==> src/rtl/sys_defs.sv <==
// sys_defs: shared types and constants for the load memory controller.
//   BUS_COMMAND : memory bus command encoding
//   MEM_SIZE    : access size encoding (mem_size[1:0])
//   LMC_STATE   : controller FSM states
//   LINE_W      : memory line width in bits
//   line_base() : 8-byte aligned base of a byte address
package sys_defs;

  localparam int LINE_W = 64;

  typedef enum logic [1:0] {
    BUS_NONE  = 2'h0,
    BUS_LOAD  = 2'h1,
    BUS_STORE = 2'h2
  } BUS_COMMAND;

  typedef enum logic [1:0] {
    BYTE   = 2'h0,
    HALF   = 2'h1,
    WORD   = 2'h2,
    DOUBLE = 2'h3
  } MEM_SIZE;

  typedef enum logic [2:0] {
    IDLE  = 3'h0,
    REQ   = 3'h1,
    WAIT  = 3'h2,
    DONE  = 3'h3,
    DRAIN = 3'h4
  } LMC_STATE;

  function automatic logic [31:0] line_base(input logic [31:0] a);
    return {a[31:3], 3'b000};
  endfunction

endpackage

==> src/rtl/load_data_align.sv <==
// load_data_align: combinational extraction of a byte/half/word from a 64-bit
// line at a byte offset, sign- or zero-extended to 32 bits.
//   line_i   in  64  memory line
//   offset_i in  3   byte offset within the line
//   size_i   in  3   [1:0] BYTE/HALF/WORD, [2] 1 = zero-extend
//   data_o   out 32  extended value
// Bytes past the end of the line read as zero (no split access).
module load_data_align (
  input  logic [63:0] line_i,
  input  logic [2:0]  offset_i,
  input  logic [2:0]  size_i,
  output logic [31:0] data_o
);
  import sys_defs::*;

  logic [63:0] shifted_s;
  logic        unused_s;

  // Zero-fill shift means misaligned upper bytes fall off as 0.
  assign shifted_s = line_i >> {offset_i, 3'b000};
  assign unused_s  = ^shifted_s[63:32];

  // Size select and extension.
  always_comb begin
    data_o = 32'h0000_0000;
    case (MEM_SIZE'(size_i[1:0]))
      BYTE:    data_o = {{24{~size_i[2] & shifted_s[7]}},  shifted_s[7:0]};
      HALF:    data_o = {{16{~size_i[2] & shifted_s[15]}}, shifted_s[15:0]};
      default: data_o = shifted_s[31:0];
    endcase
  end

endmodule

==> src/rtl/load_mem_ctrl.sv <==
// load_mem_ctrl: serves the load buffer's single outstanding read by issuing a
// 64-bit BUS_LOAD, matching the returned tag and returning the extracted value
// with a one-cycle cache_valid pulse.
// Ports:
//   clock, reset (sync, active-low)
//   rd_cache/addr/mem_size : load request from the load buffer
//   squash                 : abandon the current load
//   mem_busy               : bus taken by a higher-priority requester
//   st_valid/st_addr       : committed-store snoop (line reuse only)
//   proc2mem_command/addr/size : bus request
//   mem2proc_response/data/tag : bus acceptance tag and returned data
//   cache_valid/cache_data     : response to the load buffer
// Optional feature: define LMC_LINE_REUSE_EN to keep the last returned line and
// answer repeat loads to it in one cycle without a bus access.
module load_mem_ctrl #(
  parameter int TAG_W  = 4,
  parameter int LINE_W = 64
) (
  input  logic              clock,
  input  logic              reset,
  input  logic              rd_cache,
  input  logic [31:0]       addr,
  input  logic [2:0]        mem_size,
  input  logic              squash,
  input  logic              mem_busy,
  input  logic              st_valid,
  input  logic [31:0]       st_addr,
  output logic [1:0]        proc2mem_command,
  output logic [31:0]       proc2mem_addr,
  output logic [1:0]        proc2mem_size,
  input  logic [TAG_W-1:0]  mem2proc_response,
  input  logic [LINE_W-1:0] mem2proc_data,
  input  logic [TAG_W-1:0]  mem2proc_tag,
  output logic              cache_valid,
  output logic [31:0]       cache_data
);
  import sys_defs::*;

  LMC_STATE         state_q, state_d;
  logic [31:0]      addr_q, addr_d;
  logic [2:0]       size_q, size_d;
  logic [TAG_W-1:0] tag_q, tag_d;
  logic [31:0]      data_q, data_d;

  logic [31:0]      wait_data_s;
  logic             tag_hit_s;
  logic             line_hit_s;
  logic [31:0]      hit_data_s;

  // Tag 0 means "no transaction", so a zero saved tag never matches.
  assign tag_hit_s = (tag_q != {TAG_W{1'b0}}) && (mem2proc_tag == tag_q);

  load_data_align u_align (
    .line_i   (mem2proc_data),
    .offset_i (addr_q[2:0]),
    .size_i   (size_q),
    .data_o   (wait_data_s)
  );

`ifdef LMC_LINE_REUSE_EN
  logic        line_vld_q, line_vld_d;
  logic [28:0] line_tag_q, line_tag_d;
  logic [63:0] line_data_q, line_data_d;
  logic        st_kill_s;
  logic        unused_st_s;

  // A store to the held line beats a hit in the same cycle.
  assign st_kill_s   = st_valid && (st_addr[31:3] == line_tag_q);
  assign line_hit_s  = line_vld_q && (addr[31:3] == line_tag_q) && !st_kill_s;
  assign unused_st_s = ^st_addr[2:0];

  load_data_align u_hit_align (
    .line_i   (line_data_q),
    .offset_i (addr[2:0]),
    .size_i   (mem_size),
    .data_o   (hit_data_s)
  );

  // Line register: fill on every matched return, invalidate on store or squash.
  always_comb begin
    line_vld_d  = line_vld_q;
    line_tag_d  = line_tag_q;
    line_data_d = line_data_q;
    if (state_q == WAIT && tag_hit_s) begin
      line_vld_d  = 1'b1;
      line_tag_d  = addr_q[31:3];
      line_data_d = mem2proc_data;
    end else begin
      line_vld_d  = line_vld_q;
    end
    if (squash || (st_valid && st_addr[31:3] == line_tag_d)) begin
      line_vld_d = 1'b0;
    end else begin
      line_vld_d = line_vld_d;
    end
  end

  // Line register state.
  always_ff @(posedge clock) begin
    if (!reset) begin
      line_vld_q  <= 1'b0;
      line_tag_q  <= 29'h0;
      line_data_q <= 64'h0;
    end else begin
      line_vld_q  <= line_vld_d;
      line_tag_q  <= line_tag_d;
      line_data_q <= line_data_d;
    end
  end
`else
  logic unused_st_s;

  assign line_hit_s  = 1'b0;
  assign hit_data_s  = 32'h0000_0000;
  assign unused_st_s = st_valid ^ (^st_addr);
`endif

  // Next-state and bus/response outputs.
  always_comb begin
    state_d          = state_q;
    addr_d           = addr_q;
    size_d           = size_q;
    tag_d            = tag_q;
    data_d           = data_q;
    proc2mem_command = BUS_NONE;
    proc2mem_addr    = 32'h0000_0000;
    proc2mem_size    = 2'b00;
    cache_valid      = 1'b0;
    cache_data       = 32'h0000_0000;
    case (state_q)
      IDLE: begin
        if (rd_cache && !squash) begin
          addr_d = addr;
          size_d = mem_size;
          if (line_hit_s) begin
            data_d  = hit_data_s;
            state_d = DONE;
          end else begin
            state_d = REQ;
          end
        end else begin
          state_d = IDLE;
        end
      end
      REQ: begin
        if (squash) begin
          state_d = IDLE;
        end else if (mem_busy) begin
          state_d = REQ;
        end else begin
          proc2mem_command = BUS_LOAD;
          proc2mem_addr    = line_base(addr_q);
          proc2mem_size    = DOUBLE;
          if (mem2proc_response != {TAG_W{1'b0}}) begin
            tag_d   = mem2proc_response;
            state_d = WAIT;
          end else begin
            state_d = REQ;
          end
        end
      end
      WAIT: begin
        if (tag_hit_s) begin
          data_d  = wait_data_s;
          state_d = squash ? IDLE : DONE;
        end else if (squash) begin
          // Tag is still in flight; it must be consumed before reuse.
          state_d = DRAIN;
        end else begin
          state_d = WAIT;
        end
      end
      DONE: begin
        cache_valid = !squash;
        cache_data  = squash ? 32'h0000_0000 : data_q;
        state_d     = IDLE;
      end
      DRAIN: begin
        if (tag_hit_s) begin
          state_d = IDLE;
        end else begin
          state_d = DRAIN;
        end
      end
      default: state_d = IDLE;
    endcase
  end

  // Controller state.
  always_ff @(posedge clock) begin
    if (!reset) begin
      state_q <= IDLE;
      addr_q  <= 32'h0000_0000;
      size_q  <= 3'b000;
      tag_q   <= {TAG_W{1'b0}};
      data_q  <= 32'h0000_0000;
    end else begin
      state_q <= state_d;
      addr_q  <= addr_d;
      size_q  <= size_d;
      tag_q   <= tag_d;
      data_q  <= data_d;
    end
  end

endmodule
==> config.mk <==
export PLATFORM = sky130hd
export DESIGN_NAME = load_mem_ctrl
export DESIGN_NICKNAME = d
export VERILOG_FILES = /design/src/rtl/sys_defs.sv /design/src/rtl/load_data_align.sv /design/src/rtl/load_mem_ctrl.sv
export SDC_FILE = /design/constraint.sdc
export NUM_CORES = 1
export LEC_CHECK = 0
export BUFFER_PORTS_ARGS = -buffer_cell sky130_fd_sc_hd__buf_2
export CAP_MARGIN = 20
export CORE_MARGIN = 2
export CORE_UTILIZATION = 53
export CTS_CLUSTER_DIAMETER = 60
export DETAILED_ROUTE_END_ITERATION = 7
export GPL_TIMING_DRIVEN = 1
export HOLD_SLACK_MARGIN = 0.12
export PLACE_DENSITY = 0.89
export SLEW_MARGIN = 25
export SYNTH_ARGS = -nofsm -noshare
export SYNTH_HDL_FRONTEND = slang
export SYNTH_HIERARCHICAL = 1
export SYNTH_SLANG_ARGS = --single-unit
==> constraint.sdc <==
create_clock -name clock -period 4.3 [get_ports clock]
set_clock_uncertainty 0.1 [all_clocks]
set_input_delay 0.645 -clock clock [delete_from_list [all_inputs] [get_ports clock]]
set_output_delay 0.645 -clock clock [all_outputs]
set_load 0.05 [all_outputs]
-- Word level (Yosys, flattened, before mapping)
Cells that the tools add are included.
- flip-flop bits (word level): 74
- input port bits: 145
- output and inout port bits: 69
- word-level logic and storage cells: 49
- eq/ne operators: 6
- shift-type cells: 1
- mux-type cells: 22
- bitwise gates (word level): 5
- reduce and logical (&&, ||, !) cells: 10
- operators with widths (operator ; count):
    32-bit 2-to-1 mux ; 5
    32-bit case mux with 2 select lines ; 1
    64-bit by 6-bit >> shifter with 32-bit output ; 1
    2-bit 2-to-1 mux ; 7
    3-bit case mux with 4 select lines ; 1
    3-bit 2-to-1 mux ; 3
    4-bit nonzero test ; 2
    3-bit by 2-bit equality test with 1-bit output, second input constant ; 2
    1-bit 2-to-1 mux ; 5
    4-bit equality test ; 1
    2-bit AND reduction ; 2
    4-bit AND reduction ; 1
    3-bit by 1-bit equality test with 1-bit output, second input constant ; 1
    3-bit equality test, second input constant ; 1
    3-bit logical NOT ; 1
    1-bit NOT ; 3
    1-bit AND ; 2
    2-bit by 1-bit equality test with 1-bit output, second input constant ; 1
    1-bit logical AND ; 2
    2-bit logical NOT ; 1
    1-bit logical NOT ; 1

-- Depth between registers and ports, before layout
- depth after elaboration: 5
- gate-level depth with buffers: 10
- gate-level depth less buffers: 6

-- Hierarchy
Netlist, hierarchy kept.
- by module, submodules not included (module ; instances ; cells each ; area an instance (µm²) ; seq. area each (µm²)):
    load_mem_ctrl ; 1 ; 417 ; 3440.8 ; 1481.4
    load_data_align ; 1 ; 193 ; 1759.2 ; 0.0

-- Worst setup path after synthesis
No wires, ideal clock.
- path kind: in2out
- start point: input port squash
- end point: output port cache_data[22]
- arrival: 2008 ps
- data required time: 3555 ps
- path slack: 1547 ps
- stages: 3
- buffers on the path: 1
- path through: nor3b_2 > clkbuf_1 > and2_1
- cells in the longest elaborated chain, start to end: 2
- ends and longest elaborated chain (what ; RTL line ; source):
    start: declaration ; load_mem_ctrl.sv:24 ; input logic squash,
    32-bit 2-to-1 mux ; load_mem_ctrl.sv:175 ; cache_data = squash ? 32'h0000_0000 : data_q;
    32-bit 2-to-1 mux ; load_mem_ctrl.sv:130 ; case (state_q)
    end: declaration ; load_mem_ctrl.sv:35 ; output logic [31:0] cache_data
No other way between the ends.

-- Worst setup path in the final report
- start point: register addr_q[0]
- end point: register data_q[20]
- cells in the longest elaborated chain, start to end: 3
- elaborated cells on any way between the ends: 4
- classes of those cells: shift: 1; mux: 1; bitwise: 2
- ends and longest elaborated chain (what ; RTL line ; source):
    start: declaration ; load_mem_ctrl.sv:40 ; logic [31:0] addr_q, addr_d;
    start signal: assignment ; load_mem_ctrl.sv:199 ; addr_q <= addr_d;
    64-bit by 6-bit >> shifter with 32-bit output (*) ; load_data_align.sv:20 ; assign shifted_s = line_i >> {offset_i, 3'b000};
    1-bit AND (on tied branches) ; load_data_align.sv:28, load_data_align.sv:27 ;
    32-bit case mux with 2 select lines (*) ; load_data_align.sv:26 ; case (MEM_SIZE'(size_i[1:0]))
    named net wait_data_s[20] ; load_mem_ctrl.sv:45 ; logic [31:0] wait_data_s;
    end signal: assignment ; load_mem_ctrl.sv:202 ; data_q <= data_d;
    end: declaration ; load_mem_ctrl.sv:43 ; logic [31:0] data_q, data_d;
The timed path passes the listed nets; every way through them passes the cells marked *.
A chain may end at the register's enable or synchronous reset.

==> impl_results.md <==
* Net switching power at approximately 0.47 mW
* Initial Util at 53.95%
* Min Tclk post-route at roughly 3000 ps
* Share of layout cells above drive strength 1 at roughly 33%
* Synth Flop Type: dfxtp_1
* Crit path DAT at 3230 ps
* CTS-repair resized insts at 0
* Clock-pin slew on the worst setup and hold paths at ~80 ps
* Sequential area share after synthesis at ~28%
* Reg-to-Reg Start: addr_q[0]$_SDFFE_PN0P_
* Root Driver: clkbuf_8
* Status: complete, no violations
* Family with the most delay on the worst path: simple AND/OR/NAND/NOR gates
* ANT cells at 0
* Maximum vdd drop at approximately 0.00022 V
* Cell Area, Synth at a little over 0.005 mm^2
* Clk network pwr share at between 30 and 40%
* Ports at approximately 210
* Core Region at roughly 0.0096 mm^2
* Clock sink count at 74
* Fin crit share at 71.16%
* CTS buffer count at 9
* Dpl hpwl at between 10 and 15 mm
* First-pass GRT wire length at about 23 mm
* Gate power share at roughly a fifth
* # H-tree levels at 3
* Total Power at between 1.5 and 2 mW
* Cell area after layout at 0.006197 mm^2
* Asr flop ratio synth at 0%
* Max Buffers Root-to-Sink at 2
* Worst endpoint required time at roughly 4500 ps
* Synth Instances at roughly 600
* Initial antenna violation count at 0
* Nets at approximately 900
* Most used cell, CP: buf_4
* CTS tree: done
* Total vias in the final route at between 4000 and 5000
* Crit-path cells: buf_4 -> buf_4 -> nor2_1 -> a22oi_1 -> nand4_1 -> nand3_1 -> nand2_1 -> mux2i_1
* CP bufs+invs at 2
* DRT antenna net count at 0
* WP depth at 8
* Overflow after GRT at 0
* Worst setup SP type: flip-flop
* Cell Pwr Density at 256.7 mW/mm^2
* DP Area at roughly 0.006 mm^2
* Final Hold Vio Count at 0
* Setup TNS at 0 ps
* Slew @ Worst Pin at 892.6 ps
* Max cap viols at 0
* YS warnings at 6
* Synthesized area per cell at 8.525 um^2
* GRT Total Usage at between 20% and 30%
* WL per Instance at between 15 and 20 um
* # Post-CTS Setup Buffers at 0
* Setup CP Type: reg2reg
* Final setup violating endpoints at 0
* Hold crit path type: reg2reg
* Critical Path Sink Type: flip-flop
* Detailed Route WL at ~14 mm
* Fill count at about 840
* Sequential share of power at a little under half
* Die area at 0.01062 mm^2
* Worst Min Path Start: data_q[13]$_SDFFE_PN0P_
* Reg2Reg Depth at 8
* Leak pwr at approximately 2.6 nW
* Vias per cell at 5.644
* Switching Share at 29.70%
* Min-Delay Path Depth at 2
* DRC at 0
* R2R setup slack at approximately 1200 ps
* Area grow syn2layout at 19.18%
* Die Wd at slightly above 100 um
* Largest net degree at the start of global routing at 57
* Vias in the first global route at 4798
* Drt first-iter violations at about 260
* Pre-CTS setup slack at about 1300 ps
* CP max stage delay at between 700 and 800 ps
* CTS Hold Bufs at 0
* Setup ws final at about 1200 ps
* Routability cong. at between 0.9 and 1
* Slew Viols, Final at 0
* Unrepaired setup endpoints after global routing: false
* Initial DRT Pass Iterations at 5
* Floorplan row count at 36
* Worst Path Max Fanout at 32
* Slew margin rel. at roughly 40%
* Worst r2r dst: data_q[20]$_SDFFE_PN0P_
* I/O Buffers at between 150 and 200
* Max Fclk at around 330 MHz
* Worst skew pair latency at between 300 and 400 ps
* Worst path slowest cell: nand4_1
* Synth unique cells at 38
* Register bit total from synthesis at between 70 and 80
* Internal power at 1.118 mW
* Die H at a little over 100 um
* EDFF count, synth at 0
* Worst Hold End: data_q[13]$_SDFFE_PN0P_
* Hold WS at between 300 and 400 ps
## per-stage QoR
step | utilization [%] | cells
CTS | 64.29 | 884
global route | 64.29 | 884
finish | 64.29 | 884
floorplan | - | 613
detailed placement | 62.28 | 868
global placement | 62.27 | 868
## per-layer routing
metal	global-route usage (%)	part of all wire (%)
met5	0	0
met4	9.312	2.0
met3	7.390	9.7
met2	47.20	50
met1	31.36	38
## cell usage after synthesis, types with 7 or more instances
cell,count,share of area (%)
o2bb2ai_1,15,2.5
o211ai_1,9,1.3
and3_1,30,3.6
mux2i_1,76,15
clkbuf_1,34,2.5
and2_1,33,4.0
nand2_1,140,10
nor2_1,13,0.94
buf_4,9,1.3
o21ai_0,25,2.4
mux4_2,23,10
nor2b_1,12,1.4
buf_2,16,1.5
nand3_1,12,1.2
nand3_2,7,1.3
mux2_2,7,1.5
a21boi_0,31,4.5
dfxtp_1,74,28
## worst register-to-register path: stages (launching register included)
cell	delay, ps
dfxtp_2	370
buf_4	380
buf_4	480
nor2_1	120
a22oi_1	220
nand4_1	710
nand3_1	410
nand2_1	80
mux2i_1	130
## kinds of logic (layout without fill, tap and decap cells)
kind of cell / count (synthesis) / after routing / share of synthesized area [%]
AND/OR/NAND/NOR: 262 / 262 / 25.12
multiplexers: 106 / 106 / 26.11
AO/OA/AOI/OAI: 95 / 95 / 12.73
flip-flops: 74 / 74 / 28.49
buffers and inverters: 68 / 206 / 6.809
XOR/XNOR: 4 / 4 / 0.6737
other: 1 / 4 / 0.07212
## registers in the layout, summed over array words and instances (netlist names)
signal and flops:
state_q 3, data_q 32, addr_q 32, tag_q 4
size_q 3
## worst max path at each step
stage	start	to	slack, ps
6_report	addr_q[0]$_SDFFE_PN0P_	data_q[20]$_SDFFE_PN0P_	1240
5_1_grt	addr_q[0]$_SDFFE_PN0P_	data_q[16]$_SDFFE_PN0P_	1040
4_1_cts	addr_q[0]$_SDFFE_PN0P_	data_q[20]$_SDFFE_PN0P_	1320
3_5_place_dp	addr_q[0]$_SDFFE_PN0P_	data_q[20]$_SDFFE_PN0P_	1330
3_3_place_gp	addr_q[0]$_SDFFE_PN0P_	data_q[12]$_SDFFE_PN0P_	1400
2_1_floorplan	squash	cache_data[22]	1550
## layout by cell type (no fill, tap or decap), types with 2 or more instances in the layout
cell,instances
inv_1,3
nand3_1,12
conb_1,4
clkinv_2,3
a21boi_0,31
dfxtp_2,3
and2_1,33
nor3b_2,2
xnor2_1,4
mux2i_1,76
clkinv_4,2
nand2b_1,3
clkbuf_8,9
mux2_2,7
or4_1,3
a21oi_1,3
mux4_2,23
a21boi_1,6
nand2_1,140
o2bb2ai_1,15
dfxtp_1,71
o21ai_0,25
buf_2,176
and3_1,29
a22oi_1,3
nand3_2,7
o211ai_1,9
nor2b_1,12
buf_4,11
nor2_1,13
## final cells by class
cell class                      count  area (um^2)  area share [%]
Tap cell                          133        166.4           2.685
Multi-Input combinational cell    471         3377           54.49
Timing Repair Buffer              187        963.4           15.55
Inverter                            3        11.26          0.1817
Sequential cell                    74         1485           23.97
Clock buffer                        9        123.9           1.999
Clock inverter                      7        70.07           1.131
## power by group through the flow
| stage | Combinational, mW | Sequential (mW) | Clock [mW] |
|---|---|---|---|
| floorplan | 0.238 | 0.723 | 0 |
| global placement | 0.311 | 0.736 | 0 |
| detailed placement | 0.324 | 0.738 | 0 |
| CTS | 0.325 | 0.722 | 0.553 |
| global route | 0.360 | 0.725 | 0.577 |
| finish | 0.328 | 0.722 | 0.540 |
(Power assumes the default switching activity.)
